$ cat config.mk
export PLATFORM = sky130hd
export DESIGN_NAME = rf_write_arbiter_flat
export DESIGN_NICKNAME = d
export VERILOG_FILES = /design/src/rtl/rf_write_arbiter_pkg.sv /design/src/rtl/rf_write_arbiter_if.sv /design/src/rtl/rf_write_arbiter_rr_pick.sv /design/src/rtl/rf_write_arbiter.sv /design/src/flat_wrapper.sv
export SDC_FILE = /design/constraint.sdc
export NUM_CORES = 1
export LEC_CHECK = 0
export CAP_MARGIN = 20
export CORE_UTILIZATION = 28
export CTS_CLUSTER_DIAMETER = 30
export DETAILED_ROUTE_END_ITERATION = 8
export GPL_TIMING_DRIVEN = 0
export PLACE_DENSITY = 0.79
export SYNTH_ARGS = -nofsm -noshare
export SYNTH_HDL_FRONTEND = slang
export SYNTH_HIERARCHICAL = 1
export SYNTH_SLANG_ARGS = --single-unit
export TNS_END_PERCENT = 20
$ cat constraint.sdc
create_clock -name clk -period 2 [get_ports clk]
set_input_delay 0.2 -clock clk [delete_from_list [all_inputs] [get_ports clk]]
set_output_delay 0.2 -clock clk [all_outputs]
set_load 0.05 [all_outputs]
$ cat src/rtl/rf_write_arbiter_pkg.sv
// Shared constants for the register-file write arbiter.
//   BIT_WIDTH      : default data width of a register-file write
//   DEFAULT_ADDR_W : default register address width
//   rr_ptr_w()     : width of a round-robin pointer / requester index
package rf_write_arbiter_pkg;

   localparam int BIT_WIDTH      = 16;
   localparam int DEFAULT_ADDR_W = 4;

   // clog2 with a floor of 1 so a pointer always has at least one bit.
   function automatic int rr_ptr_w(input int nreq);
      return (nreq > 1) ? $clog2(nreq) : 1;
   endfunction

endpackage

$ cat src/rtl/rf_write_arbiter_if.sv
// Bundle between the result producers / register file and the write arbiter.
//   req_valid/req_addr/req_data : per-requester write requests (flattened slices)
//   req_ready                   : per-requester accept, one-hot or zero
//   rf_stall                    : register file back-pressure
//   rf_we/rf_waddr/rf_wdata     : registered register-file write port
//   grant_id                    : requester that produced the current write
// modport master : producer / register-file side
// modport slave  : arbiter side
interface rf_write_arbiter_if
   import rf_write_arbiter_pkg::*;
#(
   parameter int N_REQ  = 4,
   parameter int n      = BIT_WIDTH,
   parameter int ADDR_W = DEFAULT_ADDR_W
);
   localparam int PW = rr_ptr_w(N_REQ);

   logic [N_REQ-1:0]        req_valid;
   logic [N_REQ*ADDR_W-1:0] req_addr;
   logic [N_REQ*n-1:0]      req_data;
   logic [N_REQ-1:0]        req_ready;
   logic                    rf_stall;
   logic                    rf_we;
   logic [ADDR_W-1:0]       rf_waddr;
   logic [n-1:0]            rf_wdata;
   logic [PW-1:0]           grant_id;

   modport master (
      output req_valid, req_addr, req_data, rf_stall,
      input  req_ready, rf_we, rf_waddr, rf_wdata, grant_id
   );

   modport slave (
      input  req_valid, req_addr, req_data, rf_stall,
      output req_ready, rf_we, rf_waddr, rf_wdata, grant_id
   );
endinterface

$ cat src/rtl/rf_write_arbiter_rr_pick.sv
// Combinational round-robin picker.
//   req   : request vector
//   ptr   : highest-priority index this cycle
//   found : at least one request is set
//   idx   : first set index searching ptr, ptr+1, ... wrapping mod N_REQ
module rr_pick
   import rf_write_arbiter_pkg::*;
#(
   parameter int N_REQ = 4,
   parameter int PW    = rr_ptr_w(N_REQ)
) (
   input  logic [N_REQ-1:0] req,
   input  logic [PW-1:0]    ptr,
   output logic             found,
   output logic [PW-1:0]    idx
);
   // Scan from the farthest offset down so the nearest set index to ptr
   // is the one left in idx.
   always_comb begin
      found = 1'b0;
      idx   = '0;
      for (int k = N_REQ - 1; k >= 0; k--) begin
         logic [PW-1:0] j;
         j = PW'((int'(ptr) + k) % N_REQ);
         if (req[j]) begin
            found = 1'b1;
            idx   = j;
         end
      end
   end
endmodule

$ cat src/rtl/rf_write_arbiter.sv
// Shares the register file's single write port between N_REQ producers.
// Round-robin grant with per-requester valid/ready, registered write port
// (one-cycle latency) that holds while the register file stalls.
//   clk : clock, rising edge
//   rst : asynchronous active-high reset
//   bus : rf_write_arbiter_if.slave (requests, ready, rf write port, grant_id)
module rf_write_arbiter
   import rf_write_arbiter_pkg::*;
#(
   parameter int N_REQ   = 4,
   parameter int n       = BIT_WIDTH,
   parameter int ADDR_W  = DEFAULT_ADDR_W,
   parameter bit ZERO_R0 = 1'b1
) (
   input logic               clk,
   input logic               rst,
   rf_write_arbiter_if.slave bus
);
   localparam int PW = rr_ptr_w(N_REQ);

   logic [PW-1:0]     ptr;
   logic              we_q;
   logic [ADDR_W-1:0] waddr_q;
   logic [n-1:0]      wdata_q;
   logic [PW-1:0]     gid_q;

   logic              found;
   logic [PW-1:0]     pick;
   logic              accept;
   logic              take;
   logic [N_REQ-1:0]  ready;
   logic [ADDR_W-1:0] sel_addr;
   logic [n-1:0]      sel_data;

   rr_pick #(.N_REQ(N_REQ), .PW(PW)) u_pick (
      .req   (bus.req_valid),
      .ptr   (ptr),
      .found (found),
      .idx   (pick)
   );

   // Output register is empty, or its current write retires this cycle.
   assign accept = !we_q || !bus.rf_stall;
   assign take   = accept && found;

   always_comb begin
      ready = '0;
      if (take) ready[pick] = 1'b1;
   end

   assign sel_addr = bus.req_addr[int'(pick)*ADDR_W +: ADDR_W];
   assign sel_data = bus.req_data[int'(pick)*n +: n];

   always_ff @(posedge clk or posedge rst) begin
      if (rst) begin
         ptr     <= '0;
         we_q    <= 1'b0;
         waddr_q <= '0;
         wdata_q <= '0;
         gid_q   <= '0;
      end else if (accept) begin
         if (found) begin
            waddr_q <= sel_addr;
            wdata_q <= sel_data;
            gid_q   <= pick;
            ptr     <= (pick == PW'(N_REQ - 1)) ? '0 : pick + 1'b1;
            // R0 writes complete the handshake but never reach the file.
            we_q    <= !(ZERO_R0 && (sel_addr == '0));
         end else begin
            we_q    <= 1'b0;
         end
      end
   end

   assign bus.req_ready = ready;
   assign bus.rf_we     = we_q;
   assign bus.rf_waddr  = waddr_q;
   assign bus.rf_wdata  = wdata_q;
   assign bus.grant_id  = gid_q;
endmodule

$ cat src/flat_wrapper.sv
// flat-port wrapper written by rule: the top's interface ports become plain ports
module rf_write_arbiter_flat import rf_write_arbiter_pkg::*;
#(
   parameter int N_REQ   = 4,
   parameter int n       = BIT_WIDTH,
   parameter int ADDR_W  = DEFAULT_ADDR_W,
   parameter bit ZERO_R0 = 1'b1
)
  (clk, rst, bus_req_valid, bus_req_addr, bus_req_data, bus_rf_stall, bus_req_ready, bus_rf_we, bus_rf_waddr, bus_rf_wdata, bus_grant_id);
  rf_write_arbiter_if #(.N_REQ(N_REQ), .n(n), .ADDR_W(ADDR_W)) bus_i ();
  input logic clk;
  input logic rst;
  input wire logic [$bits(bus_i.req_valid)-1:0] bus_req_valid;
  input wire logic [$bits(bus_i.req_addr)-1:0] bus_req_addr;
  input wire logic [$bits(bus_i.req_data)-1:0] bus_req_data;
  input wire logic [$bits(bus_i.rf_stall)-1:0] bus_rf_stall;
  output wire logic [$bits(bus_i.req_ready)-1:0] bus_req_ready;
  output wire logic [$bits(bus_i.rf_we)-1:0] bus_rf_we;
  output wire logic [$bits(bus_i.rf_waddr)-1:0] bus_rf_waddr;
  output wire logic [$bits(bus_i.rf_wdata)-1:0] bus_rf_wdata;
  output wire logic [$bits(bus_i.grant_id)-1:0] bus_grant_id;
  assign bus_i.req_valid = bus_req_valid;
  assign bus_i.req_addr = bus_req_addr;
  assign bus_i.req_data = bus_req_data;
  assign bus_i.rf_stall = bus_rf_stall;
  assign bus_req_ready = bus_i.req_ready;
  assign bus_rf_we = bus_i.rf_we;
  assign bus_rf_waddr = bus_i.rf_waddr;
  assign bus_rf_wdata = bus_i.rf_wdata;
  assign bus_grant_id = bus_i.grant_id;
  rf_write_arbiter #(.N_REQ(N_REQ), .n(n), .ADDR_W(ADDR_W), .ZERO_R0(ZERO_R0)) u_core (.clk(clk), .rst(rst), .bus(bus_i));
endmodule
# ---- After elaboration in Yosys (flattened, before gate mapping)
# Cells that the tools add are included.
dict set report classes {
  n_reduce_logical 8
  eq_ne 1
  addsub 4
  mux 21
  order_cmp 6
  shifts 2
}
# operator n
set ops {}
lappend ops {{$shiftx A64 B7 Y16} 1}
lappend ops {{$shiftx A16 B5 Y4} 1}
lappend ops {{$lt A2 B3 Y1 const B} 5}
lappend ops {{$mux W1} 10}
lappend ops {{$mux W2} 5}
lappend ops {{$bmux W1 S2} 4}
lappend ops {{$add A2 B1 Y2 const B} 2}
lappend ops {{$add A2 B2 Y2 const B} 2}
lappend ops {{$logic_not A4 Y1} 1}
lappend ops {{$mux W4} 1}
lappend ops {{$logic_not A1 Y1} 3}
lappend ops {{$demux W1 S2} 1}
lappend ops {{$eq A2 B2 Y1 const B} 1}
lappend ops {{$ge A2 B1 Y1 const B} 1}
lappend ops {{$logic_and A1 B1 Y1} 2}
lappend ops {{$reduce_and A2 Y1} 1}
lappend ops {{$logic_or A1 B1 Y1} 1}
dict set report word_totals {
  inputBits 87
  word_cells 47
  out_inout_bits 27
  reg_bits 25
}

# ---- Longest topological paths before layout
# Gate-level depths: netlist (run 1).
dict set report depth {
  depth_word 12
  depth_mapped 8
  ltp_nobuf 6
}

# ---- Hierarchy
# The synthesis (run 1) kept the hierarchy.
# module area_each_um2 instances seq_area_each_um2 cells_each
set by_module_without_submodules {}
lappend by_module_without_submodules {rf_write_arbiter 1576.5 1 625.6 93}
lappend by_module_without_submodules {rr_pick 77.6 1 0.0 13}

# ---- Least setup slack after synthesis (run 1)
# No wires, ideal clock.
dict set report synth_path {
  kind {register -> register}
  start {register u_core.ptr[1]}
  end {register u_core.wdata_q[10] (netlist: u_core/bus.rf_wdata[10])}
  t_arrival_ns 1.948
  setup_slack_ns -0.072
  setup_time_ns 0.125
  t_required_ns 1.875
  synth_period_minus_slack_ns 2.072
  path_stages_with_launch 7
  n_path_buf 2
  cell_sequence {dfrtp_1 -> mux2i_1 -> a211oi_2 -> buf_6 -> buf_6 -> mux4_1 -> mux2_2}
}
dict set report synth_via {
  elab_chain_cells 8
  word_cells_on_any_way 21
  classes_between {add/sub: 3; shift: 1; mux: 16; reduce/logical: 1}
}
# element line_no
set synth_lines {}
lappend synth_lines {{start: declaration} rf_write_arbiter.sv:21} ;# logic [PW-1:0] ptr;
lappend synth_lines {{start signal: assignment} rf_write_arbiter.sv:66} ;# ptr <= (pick == PW'(N_REQ - 1)) ? '0 : pick + 1'b1;
lappend synth_lines {{$add A2 B2 Y2} rf_write_arbiter_rr_pick.sv:24} ;# j = PW'((int'(ptr) + k) % N_REQ);
lappend synth_lines {{$bmux W1 S2} rf_write_arbiter_rr_pick.sv:25} ;# if (req[j]) begin
lappend synth_lines {{$mux W1 (implied by the code)} rf_write_arbiter_rr_pick.sv:25}
lappend synth_lines {{$mux W2 (3 in series)} rf_write_arbiter_rr_pick.sv:25}
lappend synth_lines {{$mux W2 *} rf_write_arbiter_rr_pick.sv:25}
lappend synth_lines {{net u_core.pick[0]} rf_write_arbiter.sv:28} ;# logic [PW-1:0] pick;
lappend synth_lines {{$shiftx A64 B7 Y16 *} rf_write_arbiter.sv:52} ;# assign sel_data = bus.req_data[int'(pick)*n +: n];
lappend synth_lines {{end signal: assignment} rf_write_arbiter.sv:64} ;# wdata_q <= sel_data;
lappend synth_lines {{end: declaration} rf_write_arbiter.sv:24} ;# logic [n-1:0] wdata_q;
# Mark *: on every way through the listed nets, which the timed path passes. The rest lies on a longest branch. The select of a mux whose other input is x is not followed.
# A chain may end at the register's enable or synchronous reset.

# ---- Final worst setup path (run 1)
dict set report layout_path {
  start {register u_core.ptr[1]}
  end {register u_core.we_q (netlist: u_core/bus.rf_we)}
}
dict set report layout_via {
  elab_chain_cells 11
  word_cells_on_any_way 23
  classes_between {add/sub: 3; shift: 1; mux: 17; reduce/logical: 2}
}
# element line_no
set layout_lines {}
lappend layout_lines {{$add A2 B2 Y2} rf_write_arbiter_rr_pick.sv:24}
lappend layout_lines {{$bmux W1 S2} rf_write_arbiter_rr_pick.sv:25}
lappend layout_lines {{$mux W1 (implied by the code)} rf_write_arbiter_rr_pick.sv:25}
lappend layout_lines {{$mux W2 (3 in series)} rf_write_arbiter_rr_pick.sv:25}
lappend layout_lines {{$mux W2 *} rf_write_arbiter_rr_pick.sv:25}
lappend layout_lines {{net u_core.pick[0]} rf_write_arbiter.sv:28}
lappend layout_lines {{$shiftx A16 B5 Y4 *} rf_write_arbiter.sv:51} ;# assign sel_addr = bus.req_addr[int'(pick)*ADDR_W +: ADDR_W];
lappend layout_lines {{$logic_not A4 Y1 *} rf_write_arbiter.sv:68} ;# we_q <= !(ZERO_R0 && (sel_addr == '0));
lappend layout_lines {{$logic_not A1 Y1 *} rf_write_arbiter.sv:68}
lappend layout_lines {{$mux W1 *} rf_write_arbiter.sv:62} ;# if (found) begin
lappend layout_lines {{end signal: assignment} rf_write_arbiter.sv:68}
lappend layout_lines {{end: declaration} rf_write_arbiter.sv:22} ;# logic we_q;
# Marks and branches as above.

==> qor.json, run 1 <==
{
  "drt-vias-per-instance": {"value": 4.83},
  "timing.critical_path.slowest_stage_cell": {"value": "sky130_fd_sc_hd__mux4_2"},
  "ff2ff_path_depth": {"value": 7},
  "grt_busiest_layer": {"value": "met2"},
  "vdd_drop_max": {"value": 0.742, "unit": "mV"},
  "cts.root.buffer_cell": {"value": "sky130_fd_sc_hd__clkbuf_8"},
  "placed_instances": {"value": 291},
  "fin_crit": {"value": 2.28, "unit": "ns"},
  "violations_in_the_final_reports": {"value": "setup timing"},
  "insertedDiodeCount": {"value": 0},
  "critical_path_arrival": {"value": 2.43, "unit": "ns"},
  "r2r_start": {"value": "u_core/ptr[1]$_DFFE_PP0P_"},
  "synthDistinctLibCells": {"value": 20},
  "cts-buffers-inserted": {"value": 3},
  "worst_setup_path_end_kind": {"value": "flop"},
  "cts.sinks": {"value": 25},
  "drcViolationCount": {"value": 0},
  "final_core_util": {"value": 54.9, "unit": "%"},
  "worst-endpoint-required": {"value": 2.15, "unit": "ns"},
  "area.growth.synth_to_final": {"value": 86.0, "unit": "%"},
  "max_frequency": {"value": 0.439, "unit": "GHz"},
  "grt_first_pass_wirelength": {"value": 7.44, "unit": "mm"},
  "synth.avg_cell_area": {"value": 15.6, "unit": "µm²"},
  "cts-root-to-sink-buffers": {"value": 2},
  "die_area": {"value": 0.00622, "unit": "mm²"},
  "setup-violations-final": {"value": 25},
  "cts_tree": {"value": "done"},
  "grt_use_met3": {"value": 5.06, "unit": "%"},
  "worstReg2RegEnd": {"value": "u_core/bus.rf_we$_DFFE_PP0P_"},
  "finalHoldViolations": {"value": 0},
  "route.vias.total": {"value": 1492},
  "clock_tree.htree_level_count": {"value": 1},
  "transition_time_at_the_pin_with_the_least_slew_margin": {"value": 0.549, "unit": "ns"},
  "synth_area": {"value": 0.00165, "unit": "mm²"},
  "coreArea": {"value": 0.00561, "unit": "mm²"},
  "postLayoutSetupSlackWorst": {"value": -0.280, "unit": "ns"},
  "start_util": {"value": 29.5, "unit": "%"},
  "slew-limit-headroom": {"value": 63.4, "unit": "%"},
  "gpl.final_weighted_congestion": {"value": 0.714},
  "design.portCount": {"value": 114},
  "setup.worst_path.start_class": {"value": "flop"},
  "leakage": {"value": 0.00126, "unit": "µW"},
  "placementRows": {"value": 27},
  "timing.max_cap.violations": {"value": 0},
  "final_cell_count_no_fill": {"value": 309},
  "vias_in_the_first_global_route": {"value": 1546},
  "layout.nets": {"value": 329},
  "ys_warn_count": {"value": 6},
  "worst_path_largest_cell_delay": {"value": 0.53, "unit": "ns"},
  "status": {"value": "finished with violations"},
  "die_h": {"value": 78.9, "unit": "µm"},
  "min_period_over_period": {"value": 114, "unit": "%"},
  "worst_path_cell_trace": {"value": "mux2i_1 > a211oi_2 > buf_6 > buf_12 > mux4_2 > o41ai_2 > nand2_1"},
  "antenna_found_initial": {"value": 0},
  "wirelength": {"value": 5.08, "unit": "mm"},
  "power.density_cell_area": {"value": 1350, "unit": "mW/mm²"},
  "wl_per_cell": {"value": 16.5, "unit": "µm"},
  "final.setup_skew": {"value": 0.00204, "unit": "ns"},
  "rsz_0062_raised_after_global_routing": {"value": "yes"},
  "clk_pin_slew": {"value": 0.09, "unit": "ns"},
  "antenna_left": {"value": 0},
  "dp.final_hpwl": {"value": 3.84, "unit": "mm"},
  "drt_first_pass_iters": {"value": 4},
  "synth.ff_latch_count": {"value": 25},
  "detail_route.iter0.violations": {"value": 20},
  "met1_usage": {"value": 16.7, "unit": "%"},
  "clk-insertion-delay-late": {"value": 0.26, "unit": "ns"},
  "worstSetupPathType": {"value": "reg2reg"},
  "syn-num-nets": {"value": 197},
  "synth.yosys.seq_area_share": {"value": 37.8, "unit": "%"},
  "track_usage": {"value": 16.0, "unit": "%"},
  "worst-r2r-setup-slack": {"value": -0.28, "unit": "ns"},
  "final_layout_size_suffix_gt1_share": {"value": 31.2, "unit": "%"},
  "globalRouteOverflowTotal": {"value": 0},
  "crit_path_max_fanout": {"value": 6},
  "grt_start_max_net_pins": {"value": 26},
  "global_route.usage.met2": {"value": 31.2, "unit": "%"},
  "place_ws": {"value": -1.31, "unit": "ns"},
  "syn_inst": {"value": 106},
  "totalNegativeSetupSlack": {"value": -4.48, "unit": "ns"},
  "count_of_buffers_from_port_buffering": {"value": 113},
  "timing.hold.worst.class": {"value": "in2async"},
  "finalInstanceArea": {"value": 0.00308, "unit": "mm²"},
  "die-width": {"value": 78.9, "unit": "µm"},
  "slew_violations": {"value": 0},
  "placed_area": {"value": 0.00288, "unit": "mm²"},
  "post_cts_hold_buffer_count": {"value": 0}
}
==> critical path, delay by kind of cell (launching register included) <==
| family | cells | cell delay, ns |
|---|---|---|
| multiplexers | 2 | 0.68 |
| AO/OA/AOI/OAI | 2 | 0.64 |
| flip-flops | 1 | 0.46 |
| buffers and inverters | 2 | 0.29 |
| AND/OR/NAND/NOR | 1 | 0.09 |
==> cell type report <==
type                       count  area, µm²
inverter                       3       11.3
buffer                         8       85.1
sequential                    25        627
multi-input combinational     70        950
fill                         513       2530
clock buffer                   4       45.0
tap                           72       90.1
timing repair buffer         127       1270
==> per-stage QoR <==
stage | hold WS (ns) | total power (µW)
5_1_grt | 0.318 | 4390
2_1_floorplan | 0.227 | 2650
3_5_place_dp | 0.495 | 3540
6_report | 0.297 | 4150
3_3_place_gp | 0.488 | 3500
4_1_cts | 0.517 | 4010
==> power by group <==
part,total [µW],internal (µW),switching (µW)
sequential,906,759,147
combinational,2950,1420,1530
clock,301,142,159
==> cells in the mapped netlist <==
cell type	number	area share (%)
sky130_fd_sc_hd__mux2_2	24	16
sky130_fd_sc_hd__buf_2	4	1.2
sky130_fd_sc_hd__mux2i_1	1	0.61
sky130_fd_sc_hd__mux4_2	6	8.2
sky130_fd_sc_hd__inv_1	3	0.68
sky130_fd_sc_hd__clkbuf_1	1	0.23
sky130_fd_sc_hd__nor2_1	5	1.1
sky130_fd_sc_hd__buf_6	3	2.0
sky130_fd_sc_hd__dfrtp_1	25	38
sky130_fd_sc_hd__ha_1	4	3.0
sky130_fd_sc_hd__a211oi_1	1	0.45
sky130_fd_sc_hd__and3_1	4	1.5
sky130_fd_sc_hd__nand2b_1	2	0.76
sky130_fd_sc_hd__nor3b_1	1	0.45
sky130_fd_sc_hd__a21oi_1	1	0.30
sky130_fd_sc_hd__o41ai_2	1	0.98
sky130_fd_sc_hd__a211oi_2	1	0.76
sky130_fd_sc_hd__and2_1	1	0.38
sky130_fd_sc_hd__nand2_1	4	0.91
sky130_fd_sc_hd__mux4_1	14	22
==> worst max path at each step <==
stage | from | endpoint | slack [ns] | cells past startpoint
after detailed placement | bus_req_valid[1] | bus_req_ready[0] | -1.31 | 9
after global placement | bus_req_valid[1] | bus_req_ready[1] | -1.25 | 9
after CTS | u_core/ptr[1]$_DFFE_PP0P_ | u_core/bus.rf_we$_DFFE_PP0P_ | -0.31 | 8
after global routing | u_core/ptr[1]$_DFFE_PP0P_ | u_core/bus.rf_we$_DFFE_PP0P_ | -0.36 | 7
after floorplan | u_core/ptr[1]$_DFFE_PP0P_ | u_core/bus.rf_wdata[10]$_DFFE_PP0P_ | -0.03 | 6
final | u_core/ptr[1]$_DFFE_PP0P_ | u_core/bus.rf_we$_DFFE_PP0P_ | -0.28 | 7
==> cell usage in the layout, fill, tap and decap left out, types with 2 or more instances in the layout <==
cell type	count
sky130_fd_sc_hd__clkdlybuf4s50_1	109
sky130_fd_sc_hd__dfrtp_1	24
sky130_fd_sc_hd__mux2_2	18
sky130_fd_sc_hd__mux4_2	16
sky130_fd_sc_hd__buf_4	11
sky130_fd_sc_hd__mux2_4	6
sky130_fd_sc_hd__buf_6	5
sky130_fd_sc_hd__clkbuf_8	4
sky130_fd_sc_hd__nand2_1	4
sky130_fd_sc_hd__buf_2	4
sky130_fd_sc_hd__nor2_1	4
sky130_fd_sc_hd__mux4_1	4
sky130_fd_sc_hd__and3_1	4
sky130_fd_sc_hd__buf_12	3
sky130_fd_sc_hd__inv_1	3
sky130_fd_sc_hd__ha_1	3
sky130_fd_sc_hd__buf_8	2
sky130_fd_sc_hd__nand2b_1	2
==> logic make-up (layout without fill, tap and decap cells) <==
kind of cell               Yosys count  in the layout  share of synthesized area (%)
buffers and inverters               11            142                           4.16
AOI/OAI and AO/OA                    4              4                           2.50
DFF                                 25             25                           37.8
muxes                               45             45                           47.4
adders and majority gates            4              4                           3.03
and+or+nand+nor                     17             17                           5.14
==> registers in the layout, summed over array words and instances (netlist names) <==
name / flops
u_core/bus.grant_id: 2
u_core/ptr: 2
u_core/bus.rf_waddr: 4
u_core/bus.rf_wdata: 16
u_core/bus.rf_we: 1
==> per-layer routing <==
layer,routed length [µm],part of all wire (%),vias up
met5,0,0,-
met4,47,0.92,0
li1,-,-,679
met1,1880,37,713
met2,2570,51,96
met3,587,12,4
==> repair_timing <==
item                                    4_1_cts  5_1_grt
gates resized for setup                      38       16
buffers inserted                              6        7
endpoints found under the setup margin       27       26
pin swaps                                     3        3
Power figures use the tool's default switching activity.
==> run 2, diff against run 1 <==
--- a/config.mk
+++ b/config.mk
@@ -5,11 +5,14 @@
 export SDC_FILE = /design/constraint.sdc
 export NUM_CORES = 1
 export LEC_CHECK = 0
+export ABC_CLOCK_PERIOD_IN_PS = 2000
 export CAP_MARGIN = 20
 export CORE_UTILIZATION = 28
+export CTS_BUF_LIST = sky130_fd_sc_hd__clkbuf_2
 export CTS_CLUSTER_DIAMETER = 30
 export DETAILED_ROUTE_END_ITERATION = 8
 export GPL_TIMING_DRIVEN = 0
+export HOLD_SLACK_MARGIN = 0.06
 export PLACE_DENSITY = 0.79
 export SYNTH_ARGS = -nofsm -noshare
 export SYNTH_HDL_FRONTEND = slang
==> run 2 against run 1 <==
Compared with the run above:
- fmax down 0.91%
- global-route usage up 0.18 points
- clock power down 32%
- worst setup slack worse by 0.021 ns
- cell count down 1.9%
- register-to-register slack worse by 0.02 ns
- power down 3.4%
- count of clock-buffer cells in the layout unchanged
- core utilization down 0.18 points
- the run still ends with setup timing left
- first-iteration DRC count up 65%
- clock skew up 0.0037 ns
==> qor.json, run 2 (synthesized netlist as in run 1, its figures left out) <==
{
  "placementRows": {"value": 27, "change": "unchanged"},
  "worst_setup_path_end_kind": {"value": "flop"},
  "most_common_cell_after_layout_fill_and_taps_aside": {"value": "sky130_fd_sc_hd__clkdlybuf4s50_1"},
  "final_core_util": {"value": 54.7, "unit": "%", "change": "-0.18 points"},
  "cts.root.buffer_cell": {"value": "sky130_fd_sc_hd__clkbuf_2"},
  "timing.critical_path.slowest_stage_cell": {"value": "sky130_fd_sc_hd__mux4_2"},
  "insertedDiodeCount": {"value": 0, "change": "unchanged"},
  "vdd_drop_max": {"value": 0.620, "unit": "mV", "change": "-16%"},
  "status": {"value": "finished with violations"},
  "fin_crit": {"value": 2.30, "unit": "ns", "change": "+0.0209 ns"},
  "power.density_cell_area": {"value": 1310, "unit": "mW/mm²", "change": "-3.1%"},
  "coreArea": {"value": 0.00561, "unit": "mm²", "change": "unchanged"},
  "area.growth.synth_to_final": {"value": 85.4, "unit": "%"},
  "detail_route.iter0.violations": {"value": 33, "change": "+65%"},
  "globalRouteOverflowTotal": {"value": 0, "change": "unchanged"},
  "final_layout_size_suffix_gt1_share": {"value": 29.0, "unit": "%", "change": "-2.2 points"},
  "cts-buffers-inserted": {"value": 3, "change": "unchanged"},
  "clk_pin_slew": {"value": 0.24, "unit": "ns", "change": "+0.15 ns"},
  "track_usage": {"value": 16.2, "unit": "%", "change": "+0.18 points"},
  "count_of_buffers_from_port_buffering": {"value": 113, "change": "unchanged"},
  "rsz_0062_raised_after_global_routing": {"value": "yes"},
  "vias_in_the_first_global_route": {"value": 1543, "change": "-0.19%"},
  "design.portCount": {"value": 114, "change": "unchanged"},
  "postLayoutSetupSlackWorst": {"value": -0.301, "unit": "ns", "change": "-0.0209 ns"},
  "grt_first_pass_wirelength": {"value": 7.56, "unit": "mm", "change": "+1.6%"},
  "worst_path_cell_trace": {"value": "mux2i_1 > a211oi_2 > buf_6 > buf_8 > mux4_2 > o41ai_2 > nand2_1"},
  "final.setup_skew": {"value": 0.00578, "unit": "ns", "change": "+0.00374 ns"},
  "antenna_found_initial": {"value": 0, "change": "unchanged"},
  "critical-path-top-delay-family": {"value": "multiplexers"},
  "die-width": {"value": 78.9, "unit": "µm", "change": "unchanged"},
  "slew_violations": {"value": 0, "change": "unchanged"},
  "drt-vias-per-instance": {"value": 4.89, "change": "+1.4%"},
  "leakage": {"value": 0.00125, "unit": "µW", "change": "-1.0%"},
  "drt_first_pass_iters": {"value": 4, "change": "unchanged"},
  "fill_count": {"value": 497, "change": "-3.1%"},
  "setup.worst_path.start_class": {"value": "flop"},
  "largest_register_ffs": {"value": 16, "change": "unchanged"},
  "wl_per_cell": {"value": 16.4, "unit": "µm", "change": "-0.21%"},
  "wirelength": {"value": 4.98, "unit": "mm", "change": "-2.1%"},
  "dp.final_hpwl": {"value": 3.84, "unit": "mm", "change": "unchanged"},
  "timing.hold.worst.class": {"value": "in2async"},
  "cts.sinks": {"value": 25, "change": "unchanged"},
  "clock_tree.htree_level_count": {"value": 1, "change": "unchanged"},
  "worst_path_largest_cell_delay": {"value": 0.54, "unit": "ns", "change": "about the same"},
  "crit_path_max_fanout": {"value": 6, "change": "unchanged"},
  "timing.max_cap.violations": {"value": 0, "change": "unchanged"},
  "gpl.final_weighted_congestion": {"value": 0.714, "change": "unchanged"},
  "worstSetupPathType": {"value": "reg2reg"},
  "drcViolationCount": {"value": 0, "change": "unchanged"},
  "clk-insertion-delay-late": {"value": 0.34, "unit": "ns", "change": "+0.08 ns"},
  "layout_common_cells": {"value": "109 x sky130_fd_sc_hd__clkdlybuf4s50_1, 24 x sky130_fd_sc_hd__dfrtp_1, 19 x sky130_fd_sc_hd__mux2_2"},
  "die_h": {"value": 78.9, "unit": "µm", "change": "unchanged"},
  "layout.nets": {"value": 323, "change": "-1.8%"},
  "transition_time_at_the_pin_with_the_least_slew_margin": {"value": 0.543, "unit": "ns", "change": "-0.00625 ns"},
  "grt_start_max_net_pins": {"value": 26, "change": "unchanged"},
  "cts_tree": {"value": "done"},
  "start_util": {"value": 29.5, "unit": "%", "change": "unchanged"},
  "critical_path_arrival": {"value": 2.56, "unit": "ns", "change": "+0.13 ns"},
  "slew-limit-headroom": {"value": 63.8, "unit": "%", "change": "+0.42 points"},
  "antenna_left": {"value": 0, "change": "unchanged"},
  "crit_buf_inv": {"value": 2, "change": "unchanged"},
  "place_ws": {"value": -1.31, "unit": "ns", "change": "unchanged"},
  "max_frequency": {"value": 0.435, "unit": "GHz", "change": "-0.91%"},
  "hold_ws": {"value": 0.180, "unit": "ns", "change": "-0.117 ns"},
  "finalHoldViolations": {"value": 0, "change": "unchanged"},
  "die_area": {"value": 0.00622, "unit": "mm²", "change": "unchanged"},
  "worst-endpoint-required": {"value": 2.25, "unit": "ns", "change": "+0.10 ns"},
  "cts-root-to-sink-buffers": {"value": 2, "change": "unchanged"},
  "violations_in_the_final_reports": {"value": "setup timing"},
  "totalNegativeSetupSlack": {"value": -4.98, "unit": "ns", "change": "-0.499 ns"},
  "post_cts_hold_buffer_count": {"value": 0, "change": "unchanged"},
  "setup-violations-final": {"value": 25, "change": "unchanged"},
  "route.vias.total": {"value": 1483, "change": "-0.60%"},
  "min_period_over_period": {"value": 115, "unit": "%", "change": "+1.0 points"}
}
run 2: per-layer routing:
layer	part of all wire [%]	GRT usage [%]	vias to the layer above
met3	11	4.94	4
met2	52	31.7	97
met5	0	0	-
li1	-	-	669
met4	0.50	3.27	0
met1	36	16.9	713
run 2: where the power goes:
| group | switching, µW | total, µW | internal (µW) |
|---|---|---|---|
| clock network | 153 | 206 | 52.8 |
| logic | 1520 | 2900 | 1380 |
| registers | 145 | 900 | 755 |
| total | 1820 | 4010 | 2190 |
run 2: per-stage QoR:
stage	cells	power, µW	instance area (µm²)
6_report	303	4010	3070
5_1_grt	303	4240	3070
4_1_cts	301	4000	3030
3_5_place_dp	291	3540	2880
3_3_place_gp	291	3500	2880
2_1_floorplan	106	2650	1660
run 2: worst paths after layout:
path,from,end,slack (ns),depth (start not counted)
hold / removal,rst,u_core/bus.rf_wdata[2]$_DFFE_PP0P_,0.18,2
setup reg to reg,u_core/ptr[1]$_DFFE_PP0P_,u_core/bus.rf_we$_DFFE_PP0P_,-0.30,7
max in group asynchronous,rst,u_core/ptr[1]$_DFFE_PP0P_,1.32,3
hold reg to reg,u_core/bus.rf_wdata[4]$_DFFE_PP0P_,u_core/bus.rf_wdata[4]$_DFFE_PP0P_,0.54,1
min in group clk,bus_rf_stall,u_core/bus.rf_we$_DFFE_PP0P_,0.51,3
setup / recovery,u_core/ptr[1]$_DFFE_PP0P_,u_core/bus.rf_we$_DFFE_PP0P_,-0.30,7
run 2: what timing repair did:
action                                 CTS  global route
setup endpoints to repair               27            25
endpoints found under the hold margin    0             0
gates resized for setup                 57             2
gates cloned                             0             1
buffers inserted                         6             0
pin swaps                                4             2
run 2: area by class of cell:
cell class,instances,area [µm²],area share [%]
tap,72,90.1,2.94
inverter,3,18.8,0.612
timing repair buffer,121,1240,40.6
buffer,8,85.1,2.77
clock buffer,4,20.0,0.653
multi-input combinational,70,982,32.0
sequential,25,627,20.4
run 2: worst reg2reg max path, cell delays in order (launching register included):
cell	delay [ns]
sky130_fd_sc_hd__dfrtp_2	0.50
sky130_fd_sc_hd__mux2i_1	0.14
sky130_fd_sc_hd__a211oi_2	0.29
sky130_fd_sc_hd__buf_6	0.17
sky130_fd_sc_hd__buf_8	0.13
sky130_fd_sc_hd__mux4_2	0.54
sky130_fd_sc_hd__o41ai_2	0.36
sky130_fd_sc_hd__nand2_1	0.09
==> RTL edit 1 (flow settings as in run 1) <==
`ZERO_R0` is set to 1'b1 in 2 places; all go to 1'b0.
--- a/src/rtl/rf_write_arbiter.sv
+++ b/src/rtl/rf_write_arbiter.sv
@@ -12,3 +12,3 @@
    parameter int ADDR_W  = DEFAULT_ADDR_W,
-   parameter bit ZERO_R0 = 1'b1
+   parameter bit ZERO_R0 = 1'b0
 ) (
--- a/src/flat_wrapper.sv
+++ b/src/flat_wrapper.sv
@@ -6,3 +6,3 @@
    parameter int ADDR_W  = DEFAULT_ADDR_W,
-   parameter bit ZERO_R0 = 1'b1
+   parameter bit ZERO_R0 = 1'b0
 )
Formal check against the unedited RTL: not equivalent (Yosys sat finds a counterexample within 4 cycles, from zero or initial values and one cycle with rst high).
==> RTL edit 1 against run 1 <==
The run still ends with negative setup slack left. Maximum frequency up 5.1%. Worst hold slack worse by 28 ps. Synthesized area up 1.1%. Synthesized cell count down 1.9%. Routed wire length down 2.1%. Setup slack better by 110 ps. Sequential share of layout area down 0.72 points. Final area up 3.7%. Final cell count down 0.97%. Sequential power down 0.4%. Global-route usage down 0.31 points. Total power up 2.7%. First-iteration DRC count up 50%. Sequential cell count unchanged. Highest routed layer unchanged.
==> RTL edit 1: results (changes against run 1) <==
.. list-table::
   :header-rows: 1

   * - Metric
     - Value
   * - Run status
     - complete, but fails checks
   * - Violations in the final reports
     - negative setup slack
   * - Sequential fraction of the synthesis area
     - 37.4% (-0.42 points)
   * - Number of distinct standard cells referenced by the synthesized netlist
     - 23 (+15%)
   * - Switching share of total power
     - 43.1% (-1.1 points)
   * - Total routing usage reported by global routing
     - 15.7% (-0.31 points)
   * - Layout Area Growth over Synthesis
     - 90.7%
   * - Final Hold Slack
     - 269 ps (-27.9 ps)
   * - Wire length of the first global-routing pass
     - 7460 um (+0.27%)
   * - Pleak
     - 0.00130 uW (+3.3%)
   * - Biggest cell delay along the critical path
     - 510 ps (-20 ps)
   * - DR vias
     - 1429 (-4.2%)
   * - Starting DRT DRC Count
     - 30 (+50%)
   * - Wire length per cell
     - 16.3 um (-1.1%)
   * - Psw
     - 1840 uW (+0.18%)
   * - Largest cells by area after synthesis
     - sky130_fd_sc_hd__dfrtp_1 (37%), sky130_fd_sc_hd__mux4_2 (23%), sky130_fd_sc_hd__mux2_4 (15%)
   * - Worst endpoint data arrival time
     - 2330 ps (-100 ps)
   * - Cells after Synth
     - 104 (-1.9%)
   * - Met1 wire length
     - 1970 um (+4.8%)
   * - Max FO, Critical Path
     - 5 (-1)
   * - Max Clock Skew
     - 10.0 ps (+7.98 ps)
   * - Via count of the first global-routing pass
     - 1522 (-1.6%)
   * - Instance area at placement
     - 0.00290 sq mm (+0.56%)
   * - List of most frequent post-synthesis cells
     - sky130_fd_sc_hd__dfrtp_1 (25), sky130_fd_sc_hd__mux2_4 (17), sky130_fd_sc_hd__mux4_2 (17)
   * - Fin worst setup slack
     - -168 ps (+111 ps)
   * - Fraction of final layout cells with drive strength greater than 1
     - 36.3% (+5.1 points)
   * - Maximum VDD drop
     - 712 uV (-4.0%)
   * - RePlAce Congestion
     - 0.643 (-9.9%)
   * - Portion of netlist area occupied by mux cells
     - 48.2% (+0.82 points)
   * - GR met3 Demand/Resource
     - 3.79% (-1.3 points)
   * - CP Capture Point
     - u_core/bus.rf_waddr[0]$_DFFE_PP0P_
   * - WL met3
     - 316 um (-46%)
   * - Fillcell total
     - 495 (-3.5%)
   * - Synthesized-area fraction occupied by ao, oa, aoi and oai cells
     - 2.39% (-0.10 points)
   * - Area share of fa/ha/maj cells after synthesis
     - 2.99% (-0.034 points)
   * - Setup Slack @ Placement
     - -1110 ps (+203 ps)
   * - Met2 wire length
     - 2670 um (+4.0%)
   * - GRT met2 Usage
     - 28.8% (-2.4 points)
   * - Number of failing setup endpoints in the final timing report
     - 24 (-4.0%)
==> RTL edit 1: changes by cell type after synthesis, moves of 2 or more <==
cell,run 1,this run
sky130_fd_sc_hd__and2_1,1,4
sky130_fd_sc_hd__and3_1,4,0
sky130_fd_sc_hd__mux2_2,24,7
sky130_fd_sc_hd__mux2_4,0,17
sky130_fd_sc_hd__mux4_1,14,3
sky130_fd_sc_hd__mux4_2,6,17
sky130_fd_sc_hd__nand2_1,4,2
==> RTL edit 1: area by class of cell <==
type / instances / area share [%]
clock inverters: 1 / 0.157
plain buffers: 8 / 3.14
well taps: 72 / 2.82
inverters: 3 / 0.510
multi-input cells: 68 / 31.9
repair buffers: 126 / 40.6
clock buffers: 3 / 1.29
flip-flops and latches: 25 / 19.7
==> RTL edit 1: timing repair <==
item,in CTS,in global routing
setup endpoints to repair,25,24
buffers inserted,9,2
cloned,1,0
hold buffers,0,0
gates resized for setup,46,11
pin swaps,4,1
==> RTL edit 2 (config.mk and constraints of run 1) <==
Without the edit above. Make the reset (`rst`) synchronous in one clocked block. Comments in the files are not updated.
--- a/src/rtl/rf_write_arbiter.sv
+++ b/src/rtl/rf_write_arbiter.sv
@@ -53,3 +53,3 @@
 
-   always_ff @(posedge clk or posedge rst) begin
+   always_ff @(posedge clk) begin
       if (rst) begin
Function: differs if rst is asserted again (counterexample within 4 cycles, from zero or initial values and one cycle with rst high); with rst held inactive, the same outputs for 10 cycles.
==> RTL edit 2 against run 1 <==
The flow still finishes with violations (negative setup slack). Setup slack improved by 210 ps. Die area down 6.4%. Sequential cell count did not move. Non-clock buffer count grew 3. Routed wire length is 3.8% lower. Synthesized area shrank 6.6%. Critical path depth did not move. Via count grew 12%. Final area is 1.6% lower. Critical endpoint is now u_core/bus.rf_we$_SDFFE_PP0P_. Critical path type unchanged. Largest cell class unchanged.
Power is not compared: it rests on default switching activity, and its combinational part moved more than twofold at a synthesized area within 25%.
==> RTL edit 2: results (changes against run 1) <==
.. list-table::
   :header-rows: 1

   * - Metric
     - Value
   * - Largest cells by area after synthesis
     - sky130_fd_sc_hd__dfxtp_1 (32%), sky130_fd_sc_hd__mux4_2 (28%), sky130_fd_sc_hd__nand2_1 (12%)
   * - WL met3
     - 266 um (-55%)
   * - HPWL after detailed placement
     - 3800 um (-1.1%)
   * - Non-clock buffer area fraction after layout
     - 45.9% (+1.9 points)
   * - Number of failing setup endpoints in the final timing report
     - 8 (-68%)
   * - Met2 wire length
     - 2580 um (+0.31%)
   * - Setup Total Neg Slack
     - -233 ps (+4250 ps)
   * - Wire length per cell
     - 13.7 um (-17%)
   * - Number of instances in the placed design
     - 341 (+17%)
   * - Drt via density
     - 4.68 (-3.1%)
   * - GRT met2 Usage
     - 31.1% (-0.14 points)
   * - Fraction of final layout cells with drive strength greater than 1
     - 21.9% (-9.3 points)
   * - Via count of the first global-routing pass
     - 1680 (+8.7%)
   * - Setup Slack @ Placement
     - -1230 ps (+77.4 ps)
   * - Instance area at placement
     - 0.00275 sq mm (-4.5%)
   * - Clkbuf count
     - 3 (-1)
   * - Mapped Nets
     - 250 (+27%)
   * - Met1 usage
     - 20.8% (+4.1 points)
   * - Final Hold Slack
     - 301 ps (+4.89 ps)
   * - Total wire length
     - 4890 um (-3.8%)
   * - Fin worst setup slack
     - -70.5 ps (+209 ps)
   * - GR met3 Demand/Resource
     - 2.16% (-2.9 points)
   * - Largest net degree at the start of global routing
     - 16 (-38%)
   * - Starting DRT DRC Count
     - 50 (+150%)
   * - Final cell utilization of the core
     - 58.1% (+3.3 points)
   * - Register fraction of the total cell area
     - 16.7% (-3.7 points)
   * - Number of non-clock buffers in the layout
     - 138 (+2.2%)
   * - Violations in the final reports
     - negative setup slack
   * - Total routing usage reported by global routing
     - 17.0% (+0.95 points)
   * - Slew HR
     - 65.1% (+1.8 points)
   * - Worst endpoint data arrival time
     - 2220 ps (-210 ps)
   * - Met1 wire length
     - 2000 um (+6.2%)
   * - CP Capture Point
     - u_core/bus.rf_we$_SDFFE_PP0P_
   * - RePlAce Congestion
     - 0.729 (+2.1%)
   * - Sequential fraction of the synthesis area
     - 32.4% (-5.4 points)
   * - Run status
     - complete, but fails checks
   * - Share of flip-flops with an asynchronous set or reset after synthesis
     - 0% (-100 points)
   * - Number of distinct standard cells referenced by the synthesized netlist
     - 25 (+25%)
   * - Max Clock Skew
     - 3.62 ps (+1.58 ps)
   * - Setup crit start
     - u_core/ptr[1]$_SDFFE_PP0P_
   * - Number of multi-input combinational cells
     - 119 (+70%)
   * - Wire length of the first global-routing pass
     - 7940 um (+6.8%)
   * - Clk cell area share
     - 1.61% (+0.15 points)
   * - Fillcell total
     - 473 (-7.8%)
   * - Horiz. Die Dim
     - 76.3 um (-3.3%)
   * - Footprint of the multi-input gates
     - 987 sq um (+4.0%)
   * - Number of nets at the end of the flow
     - 380 (+16%)
==> RTL edit 2: changes by cell type in the layout (fill, tap and decap cells not counted), sizes merged, moves of 3 or more <==
cell / run 1 / this run
mux2: 24 / 0
a21oi: 1 / 25
nand2: 4 / 50
dfrtp: 25 / 0
and2: 1 / 4
clkbuf: 5 / 8
clkdlybuf4s50: 109 / 106
dfxtp: 0 / 25
and3: 4 / 0
==> RTL edit 2: kinds of logic after synthesis <==
kind of cell    after synthesis  share of synthesized area, %
buf+inv                      15                          5.75
simple gates                 64                          17.7
flops                        25                          32.4
compound gates               30                          10.9
fa+ha+maj                     4                          3.24
mux                          21                          30.0
==> RTL edit 2: repair_timing <==
item,in CTS,in global routing
resized for setup,52,9
gates cloned,1,0
pin swaps,8,2
endpoints found under the setup margin,24,26
buffers inserted,7,5
